`config.mk`:
```
export PLATFORM = sky130hd
export DESIGN_NAME = uart_rx_flat
export DESIGN_NICKNAME = d
export VERILOG_FILES = /design/src/rtl/uart_pkg.sv /design/src/rtl/uart_rx_if.sv /design/src/rtl/uart_rx_sampler.sv /design/src/rtl/uart_rx.sv /design/src/flat_wrapper.sv
export SDC_FILE = /design/constraint.sdc
export NUM_CORES = 1
export LEC_CHECK = 0
export CORE_MARGIN = 2
export CORE_UTILIZATION = 56
export CTS_CLUSTER_DIAMETER = 120
export DETAILED_ROUTE_END_ITERATION = 10
export PLACE_DENSITY = 0.78
export SYNTH_ARGS = -nofsm -noshare
export SYNTH_HDL_FRONTEND = slang
export SYNTH_SLANG_ARGS = --single-unit
```
`constraint.sdc`:
```
create_clock -name clk -period 4.23 [get_ports clk]
set_input_delay 0.6345 -clock clk [delete_from_list [all_inputs] [get_ports clk]]
set_output_delay 0.6345 -clock clk [all_outputs]
set_load 0.005 [all_outputs]
```
`src/rtl/uart_pkg.sv`:
```
// Shared UART receive definitions: FSM states, parity selectors, legal oversampling ratios.
package uart_pkg;

    typedef enum logic [2:0] {
        IDLE,
        START,
        DATA,
        PARITY,
        STOP
    } rx_state_t;

    localparam logic PAR_EVEN = 1'b0;
    localparam logic PAR_ODD  = 1'b1;

    localparam int PRESC_8  = 8;
    localparam int PRESC_16 = 16;
    localparam int PRESC_32 = 32;

    function automatic logic maj3(input logic a, input logic b, input logic c);
        return (a & b) | (a & c) | (b & c);
    endfunction

endpackage

```
`src/rtl/uart_rx_if.sv`:
```
// Serial input, frame configuration and received-word outputs of the UART receiver.
// No backpressure: Data_Valid is a one-cycle strobe with no ready.
interface uart_rx_if #(
    parameter int DATA_WIDTH = 8,
    parameter int PRESC_W    = 6
);
    logic                  RX_In;
    logic [PRESC_W-1:0]    Prescale;
    logic                  Par_En;
    logic                  Par_Type;
    logic [DATA_WIDTH-1:0] P_Data;
    logic                  Data_Valid;
    logic                  Par_Err;
    logic                  Stp_Err;

    modport master (
        output RX_In, Prescale, Par_En, Par_Type,
        input  P_Data, Data_Valid, Par_Err, Stp_Err
    );

    modport slave (
        input  RX_In, Prescale, Par_En, Par_Type,
        output P_Data, Data_Valid, Par_Err, Stp_Err
    );
endinterface

```
`src/rtl/uart_rx_sampler.sv`:
```
// Bit-period counter with 3-point mid-bit sampling and majority vote; bit_done marks the last clock of each bit.
// Latency: bit_val is valid while bit_done is high; no backpressure.
module uart_rx_sampler #(
    parameter int PRESC_W = 6
) (
    input  logic               clk,
    input  logic               rst,
    input  logic               active,
    input  logic [PRESC_W-1:0] presc,
    input  logic               rx,
    output logic               bit_val,
    output logic               bit_done
);
    import uart_pkg::*;

    logic [PRESC_W-1:0] edge_cnt;
    logic [PRESC_W-1:0] half;
    logic [PRESC_W-1:0] last;
    logic [2:0]         smp;

    assign half     = presc >> 1;
    assign last     = presc - PRESC_W'(1);
    assign bit_done = active && (edge_cnt == last);
    assign bit_val  = maj3(smp[0], smp[1], smp[2]);

    // Counter wraps on its own terminal count, so an illegal ratio still yields a finite bit period.
    always_ff @(posedge clk or posedge rst) begin
        if (rst) begin
            edge_cnt <= '0;
            smp      <= '1;
        end else begin
            if (!active || bit_done) edge_cnt <= '0;
            else                     edge_cnt <= edge_cnt + PRESC_W'(1);

            if (active) begin
                if (edge_cnt == half - PRESC_W'(1)) smp[0] <= rx;
                if (edge_cnt == half)               smp[1] <= rx;
                if (edge_cnt == half + PRESC_W'(1)) smp[2] <= rx;
            end
        end
    end
endmodule

```
`src/rtl/uart_rx.sv`:
```
// UART receiver: oversampled start detection, LSB-first data, optional parity, one stop bit, error flags.
// Latency: Data_Valid one cycle after the stop-bit commit edge; no backpressure, output is a strobe.
module uart_rx #(
    parameter int DATA_WIDTH = 8,
    parameter int PRESC_W    = 6
) (
    input  logic      clk,
    input  logic      rst,
    uart_rx_if.slave  bus
);
    import uart_pkg::*;

    localparam int CNT_W = $clog2(DATA_WIDTH + 1);

    rx_state_t             state;
    logic [PRESC_W-1:0]    presc_q;
    logic                  par_en_q;
    logic                  par_type_q;
    logic                  par_fail;
    logic [CNT_W-1:0]      bit_cnt;
    logic [DATA_WIDTH-1:0] shift;
    logic                  active;
    logic                  bit_val;
    logic                  bit_done;

    assign active = (state != IDLE);

    uart_rx_sampler #(.PRESC_W(PRESC_W)) u_sampler (
        .clk      (clk),
        .rst      (rst),
        .active   (active),
        .presc    (presc_q),
        .rx       (bus.RX_In),
        .bit_val  (bit_val),
        .bit_done (bit_done)
    );

    always_ff @(posedge clk or posedge rst) begin
        if (rst) begin
            state          <= IDLE;
            presc_q        <= '0;
            par_en_q       <= 1'b0;
            par_type_q     <= 1'b0;
            par_fail       <= 1'b0;
            bit_cnt        <= '0;
            shift          <= '0;
            bus.P_Data     <= '0;
            bus.Data_Valid <= 1'b0;
            bus.Par_Err    <= 1'b0;
            bus.Stp_Err    <= 1'b0;
        end else begin
            bus.Data_Valid <= 1'b0;
            case (state)
                IDLE: begin
                    if (!bus.RX_In) begin
                        state      <= START;
                        presc_q    <= bus.Prescale;
                        par_en_q   <= bus.Par_En;
                        par_type_q <= bus.Par_Type;
                    end
                end
                START: begin
                    if (bit_done) begin
                        if (bit_val) begin
                            state <= IDLE;
                        end else begin
                            state       <= DATA;
                            bit_cnt     <= '0;
                            par_fail    <= 1'b0;
                            bus.Par_Err <= 1'b0;
                            bus.Stp_Err <= 1'b0;
                        end
                    end
                end
                DATA: begin
                    if (bit_done) begin
                        shift <= {bit_val, shift[DATA_WIDTH-1:1]};
                        if (bit_cnt == CNT_W'(DATA_WIDTH - 1)) state <= par_en_q ? PARITY : STOP;
                        else                                  bit_cnt <= bit_cnt + CNT_W'(1);
                    end
                end
                PARITY: begin
                    if (bit_done) begin
                        par_fail <= (bit_val != ((^shift) ^ (par_type_q == PAR_ODD)));
                        state    <= STOP;
                    end
                end
                STOP: begin
                    if (bit_done) begin
                        if (bit_val && !par_fail) begin
                            bus.P_Data     <= shift;
                            bus.Data_Valid <= 1'b1;
                        end
                        bus.Stp_Err <= !bit_val;
                        bus.Par_Err <= par_fail;
                        // A start bit already on the line at this edge is taken now, keeping zero-gap frames on cadence.
                        if (!bus.RX_In) begin
                            state      <= START;
                            presc_q    <= bus.Prescale;
                            par_en_q   <= bus.Par_En;
                            par_type_q <= bus.Par_Type;
                        end else begin
                            state <= IDLE;
                        end
                    end
                end
                default: state <= IDLE;
            endcase
        end
    end
endmodule

```
`src/flat_wrapper.sv`:
```
// flat-port wrapper written by rule: the top's interface ports become plain ports
module uart_rx_flat import uart_pkg::*;
#(
    parameter int DATA_WIDTH = 8,
    parameter int PRESC_W    = 6
)
  (clk, rst, bus_RX_In, bus_Prescale, bus_Par_En, bus_Par_Type, bus_P_Data, bus_Data_Valid, bus_Par_Err, bus_Stp_Err);
  uart_rx_if #(.DATA_WIDTH(DATA_WIDTH), .PRESC_W(PRESC_W)) bus_i ();
  input  logic clk;
  input  logic rst;
  input wire logic [$bits(bus_i.RX_In)-1:0] bus_RX_In;
  input wire logic [$bits(bus_i.Prescale)-1:0] bus_Prescale;
  input wire logic [$bits(bus_i.Par_En)-1:0] bus_Par_En;
  input wire logic [$bits(bus_i.Par_Type)-1:0] bus_Par_Type;
  output wire logic [$bits(bus_i.P_Data)-1:0] bus_P_Data;
  output wire logic [$bits(bus_i.Data_Valid)-1:0] bus_Data_Valid;
  output wire logic [$bits(bus_i.Par_Err)-1:0] bus_Par_Err;
  output wire logic [$bits(bus_i.Stp_Err)-1:0] bus_Stp_Err;
  assign bus_i.RX_In = bus_RX_In;
  assign bus_i.Prescale = bus_Prescale;
  assign bus_i.Par_En = bus_Par_En;
  assign bus_i.Par_Type = bus_Par_Type;
  assign bus_P_Data = bus_i.P_Data;
  assign bus_Data_Valid = bus_i.Data_Valid;
  assign bus_Par_Err = bus_i.Par_Err;
  assign bus_Stp_Err = bus_i.Stp_Err;
  uart_rx #(.DATA_WIDTH(DATA_WIDTH), .PRESC_W(PRESC_W)) u_core (.clk(clk), .rst(rst), .bus(bus_i));
endmodule
```
### Word level (Yosys, flattened, before mapping)

Cells that the tools add are included.

* logic and storage cells: 103
* output and inout port bits: 11
* register bits after elaboration: 44

* bitwise gates (word level): 6
* $add $sub $neg: 5
* multiplexer cells: 36
* reductions and logical operators: 23
* eq/ne operators: 18

Operators with widths (number)
* 3-bit two-way mux: 7
* 6-bit == test: 3
* 6-bit two-way mux: 3
* 4-bit two-way mux: 4
* 3-bit one-hot mux with 5 select lines: 1
* 2-bit inequality test (second input constant): 7
* 1-bit two-way mux: 13
* 6-bit one-hot mux with 2 select lines: 1
* 1-bit one-hot mux with 2 select lines: 5
* 2-bit AND reduction: 5
* 4-bit one-hot mux with 2 select lines: 1
* 4-bit AND reduction: 2
* 2-bit nonzero test: 4
* 8-bit parity: 1
* 5-bit by 1-bit adder with 6-bit output (second input constant): 1
* 6-bit by 1-bit adder with 6-bit output (second input constant): 1
* 3-bit by 2-bit == test with 1-bit output (second input constant): 2
* 6-bit by 5-bit == test with 1-bit output: 1
* 6-bit AND reduction: 1
* 5-bit by 1-bit subtractor with 6-bit output (second input constant): 1
* 6-bit by 1-bit subtractor with 6-bit output (second input constant): 1
* 5-bit AND reduction: 1
* 4-bit by 1-bit adder with 4-bit output (second input constant): 1
* 4-bit by 3-bit == test with 1-bit output (second input constant): 1
* other kinds (14): 20

### Longest topological paths before layout

Gate-level depths: netlist of run 1.

* word-level depth: 7
* mapped depth: 10
* depth with buffers taken out: 7

### Cells and area by module

From an unflattened synthesis of run 1, not the netlist that was laid out.

* cell total of the unflattened synthesis: 241
* area total of the unflattened synthesis: 2610.0 um^2

Modules (own cells, without submodules)
* uart_rx: instances 1, cells each 138, area an instance 1694.1 um^2
* uart_rx_sampler: instances 1, cells each 103, area an instance 915.9 um^2

### Least setup slack after synthesis of run 1

No wires, ideal clock.

* path kind: register to register
* start point: register u_core.presc_q[2]
* end point: register u_core.bus.P_Data[0]
* cell stages (with the launch flop): 9
* period minus slack after synthesis: 2.430 ns
* library setup time: 0.125 ns
* buffers on the path: 1
* required time: 4.105 ns
* slack: 1.800 ns
* arrival: 2.306 ns
* cell sequence: dfrtp_1 > buf_2 > inv_1 > ha_1 > nor3b_1 > and3_1 > o2111ai_2 > nor4_4 > mux2_2

* word-level cells in the longest chain between the ends: 4

RTL lines
* start, declared: line uart_rx.sv:16 `logic [PRESC_W-1:0] presc_q;`
* start signal, assigned: line uart_rx.sv:57 `presc_q <= bus.Prescale;`
* start signal, assigned: line uart_rx.sv:99 `presc_q <= bus.Prescale;`
* 6-bit by 1-bit subtractor with 6-bit output: line uart_rx_sampler.sv:22 `assign last = presc - PRESC_W'(1);`
* 6-bit == test: line uart_rx_sampler.sv:23 `assign bit_done = active && (edge_cnt == last);`
* 1-bit logical AND: line uart_rx_sampler.sv:23
* 3-bit AND reduction (no line)
* end signal, assigned: line uart_rx.sv:91 `bus.P_Data <= shift;`
* end, declared: line uart_rx_if.sv:23 `output P_Data, Data_Valid, Par_Err, Stp_Err`

No other way between the ends.
A chain may end at the register's enable or synchronous reset.

### Final worst setup path of run 1

* start point: register u_core.presc_q[1]
* end point: register u_core.bus.P_Data[5]

The elaborated chain is that of the path after synthesis.

==> results of run 1 <==
-- worst paths after layout --
path                                         from                      endpoint  depth (start not counted)
max in group asynchronous                     rst       u_core.u_sampler.smp[0]                          3
worst max-delay path            u_core.presc_q[1]          u_core.bus.P_Data[5]                          7
min in group asynchronous                     rst  u_core.u_sampler.edge_cnt[2]                          3
worst max register to register  u_core.presc_q[1]          u_core.bus.P_Data[5]                          7
worst min register to register  u_core.bit_cnt[3]             u_core.bit_cnt[3]                          1
worst min-delay path            u_core.bit_cnt[3]             u_core.bit_cnt[3]                          1
-- synthesized netlist by cell type, types with 2 or more instances --
cell,instances
nor3_1,5
xor2_1,10
o21a_1,2
mux2_2,28
o31ai_1,3
or3_1,4
o21ai_0,10
nor3b_1,2
a22o_1,2
nor2_1,12
ha_1,6
xnor2_1,20
a21oi_1,3
buf_2,5
nor4_1,3
a32o_1,2
and3_1,2
dfrtp_1,41
nand3_1,4
clkbuf_1,5
nor2b_1,3
inv_1,6
nand4_1,3
dfstp_2,3
nand2_1,12
-- metrics by stage --
step	total power, W	setup WS, ns	util (%)
3_5_place_dp	0.00149	1.13	65.0
2_1_floorplan	0.00137	1.80	-
5_1_grt	0.00198	0.939	67.9
3_3_place_gp	0.00149	1.24	65.0
4_1_cts	0.00184	1.13	67.9
6_report	0.00184	1.15	67.9
-- final cells by class --
cell class,count,share of cell area [%]
Clock buffer,6,2.97
Clock inverter,2,1.40
Inverter,6,0.811
Multi-Input combinational cell,157,44.9
Sequential cell,44,39.8
Tap cell,50,2.25
Timing Repair Buffer,22,7.84
-- state kept, by name, indices dropped and copies added, names as in the netlist --
register / cells
u_core.par_type_q: 1
u_core.state: 3
u_core.bus.Stp_Err: 1
u_core.bit_cnt: 4
u_core.u_sampler.smp: 3
u_core.bus.Par_Err: 1
u_core.presc_q: 6
u_core.par_en_q: 1
u_core.bus.Data_Valid: 1
u_core.u_sampler.edge_cnt: 6
u_core.shift: 8
u_core.bus.P_Data: 8
u_core.par_fail: 1
-- layout by cell type, fill, tap and decap left out, drive strengths merged, types with 2 or more instances in the layout --
cell type / instances
a21oi: 4
a22o: 2
a32o: 2
and3: 2
clkbuf: 6
clkdlybuf4s50: 21
clkinv: 2
dfrtp: 41
dfstp: 3
ha: 6
inv: 5
mux2: 28
nand2: 12
nand3: 4
nand4: 3
nor2: 12
nor2b: 3
nor3: 5
nor3b: 2
nor4: 4
o21a: 2
o21ai: 10
o31ai: 3
or3: 4
xnor2: 20
xor2: 10
-- kinds of logic after synthesis --
| kind of cell | share of synthesized area, % |
|---|---|
| compound gates | 10.3 |
| xor+xnor | 11.7 |
| fa+ha+maj | 3.55 |
| buf+inv | 3.19 |
| flops | 45.5 |
| mux | 13.0 |
| simple gates | 12.8 |
-- report_power, final --
part           total [W]  switching [W]  internal, W  leakage, nW
Sequential      0.000718       0.000185     0.000534        0.570
Combinational   0.000781       0.000384     0.000397        0.563
Clock           0.000340       0.000147     0.000193       0.0614
-- metal layers --
layer	track usage [%]	wire length [µm]	part of all wire, %	vias to the layer above
met4	7.69	66	1.5	0
met5	0	0	0	-
met3	4.18	138	3.2	8
li1	-	-	-	811
met2	29.8	1980	45	24
met1	28.3	2170	50	792
==> reports/summary.log, run 1 <==
[die] DIE AREA 4880 µm²
[worst_setup_path] chain of cells forming the critical path inv_1 -> ha_1 -> xnor2_1 -> a311oi_2 -> o2111ai_2 -> nor4_4 -> mux2_2
[global_route] total routing resource utilization after global routing 19.9%
[placed_design] placement-stage cell area 2660 µm²
[cts] number of gates resized after cts 0
[global_route] remaining global-route overflow 0
[detailed_routing] iteration count of the initial detailed-routing pass 4
[detailed_routing] Initial DRC Count 50
[cts] clock slew seen by the registers of the worst setup and hold paths 0.09 ns
[synthesis] synthesis-stage register bit count 44
[synthesis] post-synthesis average cell area 11.1 µm²
[cts] number of buffers added for setup after CTS 0
[sta] setup total negative slack 0 ns
[worst_setup_path] Critical Path Max Stage Delay 0.68 ns
[synthesis] proportion of synthesized chip area in sequential cells 45.5%
[global_route] wire length of the first global-routing pass 7710 µm
[worst_setup_path] crit-path max FO 21
[final_layout] FF/Latch Area 1100 µm²
[placed_design] cell count after placement 279
[detailed_routing] Final ANT Viol Nets 0
[worst_setup_path] Worst path top cell family by delay compound AO/OA/AOI/OAI gates
[detailed_routing] vias per std cell 5.70
[synthesis] post-synthesis instance area 2430 µm²
[cts] clock root buffer clkbuf_8
[power_and_ir_drop] reported leakage power 1.19 nW
[sta] RSZ-0062 raised after global routing false
[global_route] number of global-route vias before repair 1,594
[worst_setup_path] kind of start point of the critical path flip-flop
[die] starting utilization of the core area 59.5%
[cts] Hold Buf Count CTS 0
[die] core region area 4090 µm²
[final_layout] number of nets at the end of the flow 253
[job] max-cap violations 0
[worst_setup_path] kind of critical path reg2reg
[cts] count of H-tree levels built during CTS 2
[placed_design] count of buffers inserted at the top-level ports 21
[final_layout] Final Cell Area 2780 µm²
[synthesis] most area-hungry cell type in the Yosys netlist dfrtp_1
[synthesis] distinct cell type count of the synthesized netlist 47
[placed_design] post-detail-place hpwl 3080 µm
[sta] pin slew with the least headroom to its limit 0.983 ns
[detailed_routing] Wirelength per Cell 15.2 µm
[detailed_routing] via count 1,635
[synthesis] synthesized netlist net count 235
[detailed_routing] DRC errors left 0
[final_layout] ant diodes 0
[sta] worst-case headroom to the max-slew limit 33.5%
[sta] post-layout minimum cycle time 3.08 ns
[final_layout] Non-Filler Instances 287
[sta] Final Hold Vio Count 0
[final_layout] fraction of layout instances using a drive strength above 1 19.0%
[synthesis] count of flip-flops with a built-in enable after synthesis 0
[die] overall die height 69.9 µm
[placed_design] routability cong. 0.850
[sta] clock skew 0.0111 ns
[sta] share of the clock period used by the worst path 72.7%
[power_and_ir_drop] Max VDD drop 522 µV
[worst_setup_path] Critical-path top delay cell nor4_4
[worst_setup_path] CP Buf/Inv Count 1
[die] number of placed I/O pins 22
[min_path] hold crit path type reg2reg
[worst_setup_path] required arrival time at the worst endpoint 4.41 ns
[final_layout] final-layout fill cell count 315
[cts] TritonCTS clock tree done
[worst_setup_path] Worst R2R Setup Slack 1.15 ns
[worst_setup_path] WP data arrival 3.26 ns
[status] outcome finished, final reports clean
[cts] deepest clock path buffer count 2
[detailed_routing] final wirelength 4350 µm
[sta] WHS 0.478 ns
[die] row count 23
[synthesis] main area contributors after synthesis dfrtp_1, mux2_2, xnor2_1, xor2_1, dfstp_2
[cts] clock buffers created by TritonCTS 5
[global_route] pin count of the biggest net entering global routing 45
[sta] final count of pins violating max slew 0
[worst_setup_path] kind of end point of the critical path flip-flop
[synthesis] number of synthesis warnings 0
[sta] Setup Viol. Count Final 0
[die] horizontal die dimension 69.9 µm
[global_route] number of antenna violations at the first check in global routing 0
[cts] # clock sinks 44
[synthesis] area share of the leading cell type in the synthesized netlist 42.2%
[final_layout] Multi-input gate area 1250 µm²
[synthesis] number of standard cells after synthesis 218
[final_layout] growth of design area from synthesis to finish 14.3%
[power_and_ir_drop] PD cells 663 nW/µm²
[cts] Worst-Skew Late Latency 0.30 ns
[synthesis] fraction of registers with async set or reset after synthesis 100%
[sta] Fmax 0.325 GHz
[synthesis] most frequently used flop master after synthesis dfrtp_1
(Power assumes the default switching activity.)
==> run 2: changes to the inputs <==
- clock period: 4.23 -> 3 ns (I/O delays scaled with it)
==> reports/summary.log, run 2 (synthesized netlist as in run 1, its figures left out) <==
[sta] clock skew 0.00824 ns [-0.00287 ns]
[detailed_routing] iteration count of the initial detailed-routing pass 4 [unchanged]
[global_route] number of global-route vias before repair 1,612 [+1.1%]
[cts] clock buffers created by TritonCTS 5 [unchanged]
[detailed_routing] Initial DRC Count 141 [+180%]
[worst_setup_path] CP Buf/Inv Count 1 [unchanged]
[die] core region area 4090 µm² [unchanged]
[status] outcome finished, final reports clean
[sta] Fmax 0.376 GHz [+16%]
[final_layout] fraction of layout instances using a drive strength above 1 20.0% [+1.0 points]
[die] number of placed I/O pins 22 [unchanged]
[sta] RSZ-0062 raised after global routing false
[worst_setup_path] kind of end point of the critical path flip-flop
[final_layout] Top Registers u_core.bus.P_Data x8, u_core.shift x8
[cts] TritonCTS clock tree done
[detailed_routing] final wirelength 4350 µm [about the same]
[placed_design] routability cong. 0.912 [+7.3%]
[worst_setup_path] crit-path max FO 9 [-57%]
[sta] worst-case headroom to the max-slew limit 48.7% [+15 points]
[final_layout] number of nets at the end of the flow 256 [+1.2%]
[power_and_ir_drop] PD cells 920 nW/µm² [+39%]
[die] horizontal die dimension 69.9 µm [unchanged]
[cts] clock root buffer clkbuf_8
[final_layout] growth of design area from synthesis to finish 14.9%
[cts] number of gates resized after cts 0 [unchanged]
[final_layout] most frequent standard cell in the layout excluding fill and tap cells dfrtp_1
[min_path] source of the worst hold timing path u_core.bit_cnt[3]
[sta] Setup Viol. Count Final 0 [unchanged]
[power_and_ir_drop] power after layout 0.00257 W [+40%]
[cts] Hold Buf Count CTS 0 [unchanged]
[final_layout] final-layout fill cell count 305 [-3.2%]
[worst_setup_path] required arrival time at the worst endpoint 3.19 ns [-1.22 ns]
[global_route] wire length of the first global-routing pass 7730 µm [+0.27%]
[sta] setup total negative slack 0 ns [unchanged]
[sta] pin slew with the least headroom to its limit 0.751 ns [-0.232 ns]
[cts] clock slew seen by the registers of the worst setup and hold paths 0.09 ns [about the same]
[cts] number of buffers added for setup after CTS 0 [unchanged]
[die] row count 23 [unchanged]
[detailed_routing] via count 1,632 [-0.18%]
[cts] Worst-Skew Late Latency 0.30 ns [about the same]
[job] max-cap violations 0 [unchanged]
[worst_setup_path] Worst R2R Setup Slack 0.34 ns [-0.81 ns]
[worst_setup_path] worst reg2reg endpoint u_core.shift[6]
[final_layout] ant diodes 0 [unchanged]
[worst_setup_path] kind of critical path reg2reg
[worst_setup_path] Worst Reg-to-Reg Cells 7 [unchanged]
[sta] share of the clock period used by the worst path 88.7% [+16 points]
[worst_setup_path] Worst path top cell family by delay simple AND/OR/NAND/NOR gates
[worst_setup_path] Critical-path top delay cell or3_1
[die] starting utilization of the core area 59.5% [unchanged]
[worst_setup_path] launch instance of the worst register-to-register path u_core.presc_q[2]
[worst_setup_path] chain of cells forming the critical path inv_1 -> ha_1 -> nor3b_1 -> and3_1 -> o2111ai_2 -> or3_1 -> mux2_2
[detailed_routing] vias per std cell 5.63 [-1.2%]
[die] overall die height 69.9 µm [unchanged]
[worst_setup_path] WP data arrival 2.85 ns [-0.41 ns]
[min_path] hold worst-path end u_core.bit_cnt[3]
[power_and_ir_drop] reported leakage power 1.20 nW [+0.71%]
[sta] final count of pins violating max slew 0 [unchanged]
[placed_design] post-detail-place hpwl 3140 µm [+2.1%]
[min_path] hold crit path type reg2reg
[detailed_routing] Wirelength per Cell 15.0 µm [-1.1%]
[worst_setup_path] Critical Path Max Stage Delay 0.56 ns [-0.12 ns]
[global_route] pin count of the biggest net entering global routing 45 [unchanged]
[cts] deepest clock path buffer count 2 [unchanged]
[detailed_routing] DRC errors left 0 [unchanged]
[detailed_routing] Final ANT Viol Nets 0 [unchanged]
[global_route] remaining global-route overflow 0 [unchanged]
[global_route] total routing resource utilization after global routing 19.8% [-0.11 points]
[power_and_ir_drop] Max VDD drop 610 µV [+17%]
[cts] # clock sinks 44 [unchanged]
[sta] post-layout minimum cycle time 2.66 ns [-0.416 ns]
[global_route] number of antenna violations at the first check in global routing 0 [unchanged]
[worst_setup_path] kind of start point of the critical path flip-flop
[final_layout] commonest non-fill, non-tap cells in the layout dfrtp_1, mux2_2, clkdlybuf4s50_1
[cts] count of H-tree levels built during CTS 2 [unchanged]
[min_path] hold depth 1 [unchanged]
[die] DIE AREA 4880 µm² [unchanged]
[placed_design] count of buffers inserted at the top-level ports 21 [unchanged]
[sta] Final Hold Vio Count 0 [unchanged]
run 2: final cells by class:
class / instances / area [µm²] / area share [%]
clock buffers: 5 / 68.8 / 2.46
well taps: 50 / 62.6 / 2.24
clock inverters: 3 / 46.3 / 1.66
multi-input cells: 157 / 1250 / 44.7
repair buffers: 25 / 240 / 8.60
flip-flops and latches: 44 / 1100 / 39.6
inverters: 6 / 22.5 / 0.806
run 2: report_power, final:
part           total (W)  leakage [nW]  switching (W)  internal, W
Sequential       0.00101         0.570       0.000262     0.000752
Clock           0.000459        0.0548       0.000208     0.000251
Combinational    0.00110         0.578       0.000532     0.000563
run 2: stage by stage:
step,hold slack (ns),cell area [µm²],utilization [%],cells,setup slack (ns)
finish,0.491,2790,68.3,290,0.339
global route,0.517,2790,68.3,290,0.120
CTS,0.488,2790,68.3,290,0.340
detailed placement,0.472,2680,65.5,282,0.336
global placement,0.478,2680,65.5,282,0.380
floorplan,0.445,2430,-,218,0.570
run 2: worst max path at each step:
| stage | start | slack (ns) | cells after the start | endpoint |
|---|---|---|---|---|
| 2_1_floorplan | u_core.presc_q[2] | 0.57 | 8 | u_core.bus.P_Data[0] |
| 3_3_place_gp | u_core.presc_q[2] | 0.38 | 7 | u_core.shift[3] |
| 3_5_place_dp | u_core.presc_q[2] | 0.34 | 7 | u_core.shift[7] |
| 4_1_cts | u_core.presc_q[2] | 0.34 | 7 | u_core.shift[6] |
| 5_1_grt | u_core.presc_q[2] | 0.12 | 7 | u_core.shift[7] |
| 6_report | u_core.presc_q[2] | 0.34 | 7 | u_core.shift[6] |
run 2: routing by layer:
| metal | track usage [%] | wire [µm] | up-vias |
|---|---|---|---|
| met2 | 28.4 | 1950 | 24 |
| li1 | - | - | 814 |
| met5 | 0 | 0 | - |
| met1 | 29.5 | 2150 | 788 |
| met3 | 4.91 | 173 | 6 |
| met4 | 6.41 | 76 | 0 |
==> run 3: changes to the inputs <==
- PLACE_DENSITY: 0.78 -> 0.77
- SETUP_SLACK_MARGIN: default -> 0.1
- SYNTH_HIERARCHICAL: default -> 1
==> reports/summary.log, run 3 <==
[final_layout] number of nets at the end of the flow 281 [+9.8%]
[power_and_ir_drop] PD cells 886 nW/µm² [-3.7%]
[worst_setup_path] Critical-path top delay cell or4_4
[worst_setup_path] chain of cells forming the critical path inv_1 -> ha_1 -> nand2b_1 -> a21oi_1 -> a311o_1 -> a211oi_2 -> and2_2 -> nor2b_2 -> or4_4 -> mux2_2
[final_layout] most frequent standard cell in the layout excluding fill and tap cells dfrtp_1
[final_layout] Top Registers u_core/bus.P_Data x8, u_core/shift x8
[global_route] remaining global-route overflow 0 [unchanged]
[cts] # clock sinks 44 [unchanged]
[worst_setup_path] Worst Reg-to-Reg Cells 10 [+3]
[cts] count of H-tree levels built during CTS 2 [unchanged]
[synthesis] count of flip-flops with a built-in enable after synthesis 0 [unchanged]
[detailed_routing] vias per std cell 5.62 [-0.22%]
[synthesis] fraction of registers with async set or reset after synthesis 100% [unchanged]
[synthesis] area share of the leading cell type in the synthesized netlist 39.3% [-2.9 points]
[final_layout] growth of design area from synthesis to finish 14.0%
[synthesis] number of synthesis warnings 6 [+6]
[detailed_routing] via count 1,780 [+9.1%]
[sta] final count of pins violating max slew 0 [unchanged]
[die] DIE AREA 5220 µm² [+7.0%]
[sta] RSZ-0062 raised after global routing false
[placed_design] routability cong. 0.856 [-6.2%]
[cts] TritonCTS clock tree done
[synthesis] most frequently used flop master after synthesis dfrtp_1
[final_layout] fraction of layout instances using a drive strength above 1 22.3% [+2.3 points]
[die] starting utilization of the core area 59.1% [-0.33 points]
[cts] Worst-Skew Late Latency 0.29 ns [about the same]
[synthesis] post-synthesis instance area 2610 µm² [+7.4%]
[detailed_routing] final wirelength 4600 µm [+5.8%]
[synthesis] most numerous cell in the Yosys netlist dfrtp_1
[cts] deepest clock path buffer count 2 [unchanged]
[worst_setup_path] required arrival time at the worst endpoint 3.18 ns [about the same]
[synthesis] main area contributors after synthesis dfrtp_1, mux2_2, xnor2_1, xor2_1, dfstp_2
[synthesis] synthesized netlist net count 258 [+9.8%]
[job] max-cap violations 0 [unchanged]
[synthesis] list of most frequent post-synthesis cells dfrtp_1, mux2_2, nor2_1, nand2_1, xnor2_1
[power_and_ir_drop] reported leakage power 1.31 nW [+9.2%]
[detailed_routing] Initial DRC Count 47 [-67%]
[placed_design] post-detail-place hpwl 3370 µm [+7.1%]
[cts] clock buffers created by TritonCTS 5 [unchanged]
[global_route] wire length of the first global-routing pass 7600 µm [-1.7%]
[worst_setup_path] kind of critical path reg2reg
[sta] worst-case headroom to the max-slew limit 67.9% [+19 points]
[sta] post-layout minimum cycle time 2.73 ns [+0.0736 ns]
[status] outcome finished, final reports clean
[final_layout] ant diodes 0 [unchanged]
[global_route] pin count of the biggest net entering global routing 36 [-20%]
[synthesis] distinct cell type count of the synthesized netlist 57 [+21%]
[final_layout] commonest non-fill, non-tap cells in the layout dfrtp_1, mux2_2, clkdlybuf4s50_1
[min_path] hold crit path type in2async
[global_route] number of antenna violations at the first check in global routing 0 [unchanged]
[worst_setup_path] crit-path max FO 8 [-1]
[synthesis] synthesis-stage register bit count 44 [unchanged]
[cts] clock root buffer clkbuf_8
[sta] Setup Viol. Count Final 0 [unchanged]
[sta] pin slew with the least headroom to its limit 0.482 ns [-0.269 ns]
[global_route] number of global-route vias before repair 1,681 [+4.3%]
[die] number of placed I/O pins 22 [unchanged]
[sta] share of the clock period used by the worst path 91.1% [+2.5 points]
[worst_setup_path] WP data arrival 2.91 ns [+0.06 ns]
[sta] setup total negative slack 0 ns [unchanged]
[detailed_routing] Final ANT Viol Nets 0 [unchanged]
[worst_setup_path] Critical Path Max Stage Delay 0.50 ns [-0.06 ns]
[die] row count 24 [+4.3%]
[sta] WHS 0.436 ns [-0.0546 ns]
[detailed_routing] Wirelength per Cell 14.5 µm [-3.2%]
[worst_setup_path] kind of start point of the critical path flip-flop
[cts] clock slew seen by the registers of the worst setup and hold paths 0.08 ns [about the same]
[sta] Fmax 0.366 GHz [-2.7%]
[die] core region area 4410 µm² [+8.0%]
[sta] clock skew 0.00845 ns [+0.000213 ns]
[die] overall die height 72.3 µm [+3.4%]
[synthesis] post-synthesis average cell area 10.8 µm² [-2.8%]
[sta] Final Hold Vio Count 0 [unchanged]
[global_route] total routing resource utilization after global routing 18.8% [-0.92 points]
[placed_design] count of buffers inserted at the top-level ports 21 [unchanged]
[detailed_routing] DRC errors left 0 [unchanged]
[die] horizontal die dimension 72.3 µm [+3.4%]
[detailed_routing] iteration count of the initial detailed-routing pass 4 [unchanged]
[cts] Hold Buf Count CTS 0 [unchanged]
[synthesis] most area-hungry cell type in the Yosys netlist dfrtp_1
[synthesis] proportion of synthesized chip area in sequential cells 42.3% [-3.1 points]
[power_and_ir_drop] Max VDD drop 398 µV [-35%]
[synthesis] number of standard cells after synthesis 241 [+11%]
[worst_setup_path] kind of end point of the critical path flip-flop
run 3: worst paths after layout:
kind | startpoint | slack [ns] | end
min reg2reg | u_core/bus.P_Data[3] | 0.51 | u_core/bus.P_Data[3]
min | rst | 0.44 | u_core/u_sampler/edge_cnt[3]
max | u_core/presc_q[0] | 0.27 | u_core/presc_q[0]
max in group asynchronous | rst | 2.10 | u_core/state[2]
min in group clk | u_core/bus.P_Data[3] | 0.51 | u_core/bus.P_Data[3]
max reg2reg | u_core/presc_q[0] | 0.27 | u_core/presc_q[0]
run 3: worst max-delay path, delay by kind of cell, from the launching register on:
kind	cells	cell delay, ns
flops	1	0.43
buf+inv	1	0.08
mux	1	0.31
fa+ha+maj	1	0.20
compound gates	3	0.61
simple gates	4	0.98
run 3: metrics by stage:
| step | std cells | instance area, µm² | setup slack, ns | utilization, % | total power [W] |
|---|---|---|---|---|---|
| after floorplan | 241 | 2610 | 0.105 | - | 0.00195 |
| after global placement | 309 | 2850 | 0.287 | 64.6 | 0.00214 |
| after detailed placement | 309 | 2850 | 0.187 | 64.6 | 0.00217 |
| after CTS | 317 | 2970 | 0.179 | 67.4 | 0.00266 |
| after global routing | 317 | 2980 | 0.152 | 67.4 | 0.00282 |
| final | 317 | 2980 | 0.266 | 67.4 | 0.00264 |
run 3: what timing repair did:
action / CTS / global route
gates resized for setup: 0 / 1
setup endpoints to repair: 0 / 21
setup buffers: 0 / 0
run 3: kinds of logic (layout without fill, tap and decap cells):
family                   Yosys count  in the layout  synth area share [%]
multiplexers                      28             28                  12.2
XOR/XNOR                          29             29                  10.5
flip-flops                        44             44                  42.3
adder cells (fa/ha/maj)            7              7                  3.26
AND/OR/NAND/NOR                   80             80                  17.5
AO/OA/AOI/OAI                     33             33                  9.25
buffers and inverters             20             44                  4.84
run 3: layout make-up:
cell class | instances | area, µm²
timing repair buffer | 30 | 278
sequential | 44 | 1100
tap | 52 | 65.1
clock inverter | 2 | 38.8
clock buffer | 6 | 82.6
inverter | 6 | 22.5
multi-input combinational | 177 | 1380
fill | 332 | 1440
run 3: layer usage:
metal | vias to the layer above | GRT usage, % | routed length [µm]
met4 | 0 | 8.18 | 44
met3 | 4 | 4.03 | 147
met2 | 24 | 30.2 | 2210
met1 | 857 | 24.8 | 2210
met5 | - | 0 | 0
li1 | 895 | - | -
run 3: power breakdown:
group | internal (W) | switching, W | total [W]
registers | 0.000745 | 0.000187 | 0.000932
logic | 0.000596 | 0.000638 | 0.00123
clock network | 0.000272 | 0.000198 | 0.000470
total | 0.00161 | 0.00102 | 0.00264
